===== config.mk =====
export PLATFORM = sky130hd
export DESIGN_NAME = traffic_light_ctrl_flat
export DESIGN_NICKNAME = d
export VERILOG_FILES = /design/src/rtl/traffic_light_ctrl_if.sv /design/src/rtl/traffic_light_ctrl.sv /design/src/flat_wrapper.sv
export SDC_FILE = /design/constraint.sdc
export NUM_CORES = 1
export LEC_CHECK = 0
export BUFFER_PORTS_ARGS = -buffer_cell sky130_fd_sc_hd__buf_2
export CAP_MARGIN = 30
export CELL_PAD_IN_SITES_DETAIL_PLACEMENT = 2
export CELL_PAD_IN_SITES_GLOBAL_PLACEMENT = 2
export CORE_ASPECT_RATIO = 1.5
export CORE_MARGIN = 5
export CORE_UTILIZATION = 31
export CTS_CLUSTER_DIAMETER = 80
export DETAILED_ROUTE_END_ITERATION = 16
export PLACE_DENSITY = 0.8
export SLEW_MARGIN = 5
export SYNTH_ARGS = -nofsm -noshare
export SYNTH_HDL_FRONTEND = slang
export SYNTH_SLANG_ARGS = --single-unit

===== constraint.sdc =====
create_clock -name pclk -period 4.1 [get_ports pclk]
set_input_delay 0 -clock pclk [delete_from_list [all_inputs] [get_ports pclk]]
set_output_delay 0 -clock pclk [all_outputs]
set_load 0.005 [all_outputs]

===== src/rtl/traffic_light_ctrl_if.sv =====
// Control/status bundle between the APB register file and the traffic-light sequencer.
// The master modport is the register-file side; the slave modport is the sequencer.
interface traffic_light_ctrl_if #(
    parameter int SIZE = 32
);
    logic            mod_en;
    logic            blink_yellow;
    logic            blink_red;
    logic            profile;
    logic [SIZE-1:0] timer_0;
    logic [SIZE-1:0] timer_1;
    logic            lamp_red;
    logic            lamp_yellow;
    logic            lamp_green;
    logic [1:0]      state;
    logic            phase_done;

    modport master (
        output mod_en, blink_yellow, blink_red, profile, timer_0, timer_1,
        input  lamp_red, lamp_yellow, lamp_green, state, phase_done
    );

    modport slave (
        input  mod_en, blink_yellow, blink_red, profile, timer_0, timer_1,
        output lamp_red, lamp_yellow, lamp_green, state, phase_done
    );
endinterface


===== src/rtl/traffic_light_ctrl.sv =====
// Traffic-light sequencer: RED -> GREEN -> YELLOW -> RED with tick-based phase timing,
// plus red/yellow blink modes. All outputs are registered.
module traffic_light_ctrl #(
    parameter int SIZE        = 32,
    parameter int TICK_DIV    = 1000,
    parameter int BLINK_TICKS = 50
) (
    input  logic                 pclk,
    input  logic                 preset,
    traffic_light_ctrl_if.slave  tl
);
    localparam int PW = $clog2(TICK_DIV);

    typedef enum logic [2:0] {S_OFF, S_RED, S_GREEN, S_YELLOW, S_BLR, S_BLY} st_t;

    st_t         cur, nxt;
    logic [PW-1:0] presc, presc_d;
    logic [11:0] cnt, cnt_d;
    logic        blink_on, blink_d;
    logic        tick;
    logic        pd_d;
    logic        lr_d, ly_d, lg_d;
    logic [1:0]  state_d;

    logic [SIZE-1:0] tmr;
    logic [11:0]     g2y, r2g, y2r;

    function automatic logic [11:0] ld(input logic [11:0] d);
        return (d == 12'd0) ? 12'd0 : d - 12'd1;
    endfunction

    // Durations are sampled from the currently selected profile only when a phase is entered.
    assign tmr  = tl.profile ? tl.timer_1 : tl.timer_0;
    assign g2y  = tmr[31:20];
    assign r2g  = tmr[19:8];
    assign y2r  = {4'd0, tmr[7:0]};
    assign tick = (presc == PW'(TICK_DIV - 1));

    always_comb begin
        nxt     = cur;
        pd_d    = 1'b0;
        cnt_d   = cnt;
        blink_d = blink_on;
        presc_d = tick ? '0 : presc + 1'b1;

        if (!tl.mod_en)             nxt = S_OFF;
        else if (tl.blink_red)      nxt = S_BLR;
        else if (tl.blink_yellow)   nxt = S_BLY;
        else begin
            case (cur)
                S_RED:    if (tick && cnt == 12'd0) begin nxt = S_GREEN;  pd_d = 1'b1; end
                S_GREEN:  if (tick && cnt == 12'd0) begin nxt = S_YELLOW; pd_d = 1'b1; end
                S_YELLOW: if (tick && cnt == 12'd0) begin nxt = S_RED;    pd_d = 1'b1; end
                default:  nxt = S_RED;
            endcase
        end

        // In-phase counting; in blink states the counter times the half-period.
        if (tick) begin
            if (cnt != 12'd0) cnt_d = cnt - 12'd1;
            else if (cur == S_BLR || cur == S_BLY) begin
                cnt_d   = 12'(BLINK_TICKS - 1);
                blink_d = !blink_on;
            end
        end

        if (nxt != cur) begin
            presc_d = '0;
            blink_d = 1'b0;
            case (nxt)
                S_RED:    cnt_d = ld(r2g);
                S_GREEN:  cnt_d = ld(g2y);
                S_YELLOW: cnt_d = ld(y2r);
                S_BLR, S_BLY: begin
                    cnt_d   = 12'(BLINK_TICKS - 1);
                    blink_d = 1'b1;
                end
                default:  cnt_d = 12'd0;
            endcase
        end
        if (nxt == S_OFF) presc_d = '0;

        lr_d    = 1'b0;
        ly_d    = 1'b0;
        lg_d    = 1'b0;
        state_d = 2'b00;
        case (nxt)
            S_RED:    begin lr_d = 1'b1;    state_d = 2'b11; end
            S_GREEN:  begin lg_d = 1'b1;    state_d = 2'b01; end
            S_YELLOW: begin ly_d = 1'b1;    state_d = 2'b10; end
            S_BLR:    begin lr_d = blink_d; state_d = 2'b11; end
            S_BLY:    begin ly_d = blink_d; state_d = 2'b10; end
            default:  state_d = 2'b00;
        endcase
    end

    always_ff @(posedge pclk) begin
        if (preset) begin
            cur            <= S_OFF;
            presc          <= '0;
            cnt            <= 12'd0;
            blink_on       <= 1'b0;
            tl.lamp_red    <= 1'b0;
            tl.lamp_yellow <= 1'b0;
            tl.lamp_green  <= 1'b0;
            tl.state       <= 2'b00;
            tl.phase_done  <= 1'b0;
        end else begin
            cur            <= nxt;
            presc          <= presc_d;
            cnt            <= cnt_d;
            blink_on       <= blink_d;
            tl.lamp_red    <= lr_d;
            tl.lamp_yellow <= ly_d;
            tl.lamp_green  <= lg_d;
            tl.state       <= state_d;
            tl.phase_done  <= pd_d;
        end
    end
endmodule


===== src/flat_wrapper.sv =====
// flat-port wrapper written by rule: the top's interface ports become plain ports
module traffic_light_ctrl_flat 
#(
    parameter int SIZE        = 32,
    parameter int TICK_DIV    = 1000,
    parameter int BLINK_TICKS = 50
)
  (pclk, preset, tl_mod_en, tl_blink_yellow, tl_blink_red, tl_profile, tl_timer_0, tl_timer_1, tl_lamp_red, tl_lamp_yellow, tl_lamp_green, tl_state, tl_phase_done);
  traffic_light_ctrl_if #(.SIZE(SIZE)) tl_i ();
  input  logic pclk;
  input  logic preset;
  input wire logic [$bits(tl_i.mod_en)-1:0] tl_mod_en;
  input wire logic [$bits(tl_i.blink_yellow)-1:0] tl_blink_yellow;
  input wire logic [$bits(tl_i.blink_red)-1:0] tl_blink_red;
  input wire logic [$bits(tl_i.profile)-1:0] tl_profile;
  input wire logic [$bits(tl_i.timer_0)-1:0] tl_timer_0;
  input wire logic [$bits(tl_i.timer_1)-1:0] tl_timer_1;
  output wire logic [$bits(tl_i.lamp_red)-1:0] tl_lamp_red;
  output wire logic [$bits(tl_i.lamp_yellow)-1:0] tl_lamp_yellow;
  output wire logic [$bits(tl_i.lamp_green)-1:0] tl_lamp_green;
  output wire logic [$bits(tl_i.state)-1:0] tl_state;
  output wire logic [$bits(tl_i.phase_done)-1:0] tl_phase_done;
  assign tl_i.mod_en = tl_mod_en;
  assign tl_i.blink_yellow = tl_blink_yellow;
  assign tl_i.blink_red = tl_blink_red;
  assign tl_i.profile = tl_profile;
  assign tl_i.timer_0 = tl_timer_0;
  assign tl_i.timer_1 = tl_timer_1;
  assign tl_lamp_red = tl_i.lamp_red;
  assign tl_lamp_yellow = tl_i.lamp_yellow;
  assign tl_lamp_green = tl_i.lamp_green;
  assign tl_state = tl_i.state;
  assign tl_phase_done = tl_i.phase_done;
  traffic_light_ctrl #(.SIZE(SIZE), .TICK_DIV(TICK_DIV), .BLINK_TICKS(BLINK_TICKS)) u_core (.pclk(pclk), .preset(preset), .tl(tl_i));
endmodule

==> out/results.ini <==
[run_status]
outcome = finished clean

[worst_hold_path]
holdCritPathClass = input port to flip-flop
hold_path_depth = 3
hold_start = tl_blink_red
hold_path_end = u_core.tl.lamp_red

[power]
leakage_nw = 1.45
power_frac_seq_pct = 32.4
p_per_area_nw_per_um2 = 274
power.share.switching_pct = 33.3
pwr-share-clk_pct = 37.2
p_switching_mw = 0.351
ir_drop_mv = 0.112
power_frac_comb_pct = 30.5
p_int_mw = 0.703

[cts]
clockBufferDepth = 2
cts_sinks = 32
cts-root-buf = clkbuf_16
cts_buffers = 5
cts_setup_buffers = 0
clk_latency_ps = 280
cts_tree = built
cts.clk_slew.worst_paths_ps = 60
h-tree-depth = 2
ctsResizeCount = 0
holdBufCountCts = 0

[finish]
syn_to_final_growth_pct = 18.2
fillers = 1217
drive_above_1_share_pct = 21.5
mostFrequentLayoutCells = buf_2 (75), nor2_1 (44), dfxtp_1 (32)
instances_no_fill = 619
fin_util_pct = 37.7
layout_commonest_cell = buf_2
antennaDiodeCount = 0
fin_nets = 556

[setup_path]
worst-setup-path-type = flip-flop to flip-flop
crit_fanout = 12
crit_required_ps = 4330
worstReg2RegStart = u_core.presc[0]
rr_endpoint = u_core.cnt[6]
r2r_cells = 8
r2r_slack_ps = 1090
cp.arrival_ps = 3240
worstSetupStartpointType = flip-flop
cp-end-kind = flip-flop

[timing]
worst_slack_ps = 1090
fmax_mhz = 332
finalSetupTns_ps = 0
final.min_clock_period_ps = 3010
rsz0062_at_grt = no
finalHoldViolations = 0
slew_headroom_pct = 45.8
drv_slew = 0
tightest_slew_ps = 807
finalCritPeriodShare_pct = 73.5
setup_viol = 0
skew_ps = 9.60

[detailed_routing]
drtIter0Drc = 108
ant_nets = 0
routed_wl_mm = 12.4
vias = 3563
post_drt_wl_per_cell_um = 20.1
via_per_inst = 5.76
drt-pass1-iter-count = 4
drcViolationCount = 0

[placement]
portBuffers = 75
dp_slack_ps = 1030
hpwlAfterDp_mm = 10.5
place_inst = 612
gp_congestion = 0.871

[die]
die_w_um = 93.6
rows = 45
die_area_um2 = 12700
dieHeight_um = 135
start_util_pct = 31.9
design.core.area_um2 = 10200
io_pins = 76

[grt]
grt_pass1_vias = 4079
antenna_found_initial = 0
grt_usage_pct = 20.2
grt_max_degree = 30
grt_pass1_wl_mm = 20.3
grt-ovfl-total = 0

[yosys]
avgSynthCellArea_um2 = 7.85
syn_inst = 414
ys_warn_count = 0
synth_nets = 492
async_flop_share_pct = 0
synth_enable_flop_cells = 0
synth_seq_cells = 32
synthDistinctLibCells = 70
synth-main-ff-cell = dfxtp_1
synth_area_um2 = 3250
seq_area_frac_synth_pct = 19.7

[flow_run]
cap_violations = 0

cell families after synthesis:
logic type | share of synthesized area [%]
compound gates | 21.9
xor+xnor | 11.0
fa+ha+maj | 3.08
buf+inv | 5.04
flops | 19.7
mux | 9.35
simple gates | 29.8
worst max path at each step:
stage / slack (ps) / startpoint / endpoint
floorplan: 1000 / tl_profile / u_core.cnt[6]
global placement: 1110 / tl_profile / u_core.cnt[4]
detailed placement: 1030 / tl_profile / u_core.cnt[5]
CTS: 1070 / u_core.presc[0] / u_core.cnt[6]
global route: 830 / u_core.presc[0] / u_core.cnt[6]
finish: 1090 / u_core.presc[0] / u_core.cnt[6]
worst max-delay path, stage by stage (launching register included):
cell	delay [ps]
dfxtp_1	350
ha_1	240
nand3_2	140
or3_1	540
o311a_1	410
nor3_2	650
o211ai_1	210
a31oi_1	230
o221a_2	190
cell usage after synthesis (3+ instances only):
master / number / area (µm²)
xor2_1: 17 / 149
nand4_1: 4 / 25.0
nand3_1: 17 / 85.1
nor4b_1: 5 / 43.8
o2111ai_1: 4 / 35.0
o31ai_1: 4 / 30.0
ha_1: 8 / 100
o211ai_1: 8 / 60.1
o22ai_1: 4 / 25.0
buf_6: 5 / 56.3
a22oi_1: 4 / 30.0
clkbuf_1: 5 / 18.8
or4_1: 3 / 22.5
nor3b_1: 6 / 45.0
dfxtp_1: 32 / 641
nand2b_1: 7 / 43.8
nor2b_1: 3 / 18.8
o21ai_0: 18 / 90.1
xnor2_1: 24 / 210
a21oi_1: 24 / 120
mux2_2: 3 / 33.8
nand2_1: 22 / 82.6
buf_2: 8 / 40.0
nor4_1: 11 / 68.8
inv_1: 7 / 26.3
o211a_1: 3 / 30.0
nor3_1: 26 / 130
mux2i_1: 27 / 270
or3_1: 5 / 31.3
nor2_1: 44 / 165
state kept, by name, indices dropped and copies added, names as in the netlist:
signal and count:
u_core.cur 3, u_core.tl.state 2, u_core.tl.phase_done 1, u_core.blink_on 1, u_core.cnt 12, u_core.presc 10
u_core.tl.lamp_yellow 1, u_core.tl.lamp_red 1, u_core.tl.lamp_green 1
power by group through the flow:
stage	Sequential, mW	Combinational [mW]	Clock, mW
3_3_place_gp	0.346	0.310	0
5_1_grt	0.342	0.352	0.408
2_1_floorplan	0.341	0.211	0
3_5_place_dp	0.347	0.321	0
6_report	0.341	0.321	0.392
4_1_cts	0.340	0.323	0.399
stage by stage:
stage | cell area (µm²) | hold WS, ps | total power [mW]
CTS | 3840 | 45.1 | 1.06
detailed placement | 3690 | 339 | 0.668
floorplan | 3250 | 80.6 | 0.552
finish | 3840 | 46.6 | 1.05
global placement | 3690 | 341 | 0.656
global route | 3840 | 70.1 | 1.10
routing by layer:
| layer | global-route usage [%] | vias to the layer above | part of all wire (%) |
|---|---|---|---|
| li1 | - | 1694 | - |
| met2 | 40.3 | 73 | 56 |
| met5 | 0 | - | 0 |
| met4 | 10.9 | 0 | 4.9 |
| met1 | 19.7 | 1763 | 37 |
| met3 | 1.89 | 33 | 2.0 |
cell type report:
type | count | area, µm² | share of cell area (%)
clock buffers | 7 | 153 | 3.97
inverters | 8 | 30.0 | 0.781
multi-input cells | 353 | 2450 | 63.6
flip-flops and latches | 32 | 641 | 16.7
well taps | 141 | 176 | 4.59
repair buffers | 78 | 398 | 10.4
Power figures use the tool's default switching activity.
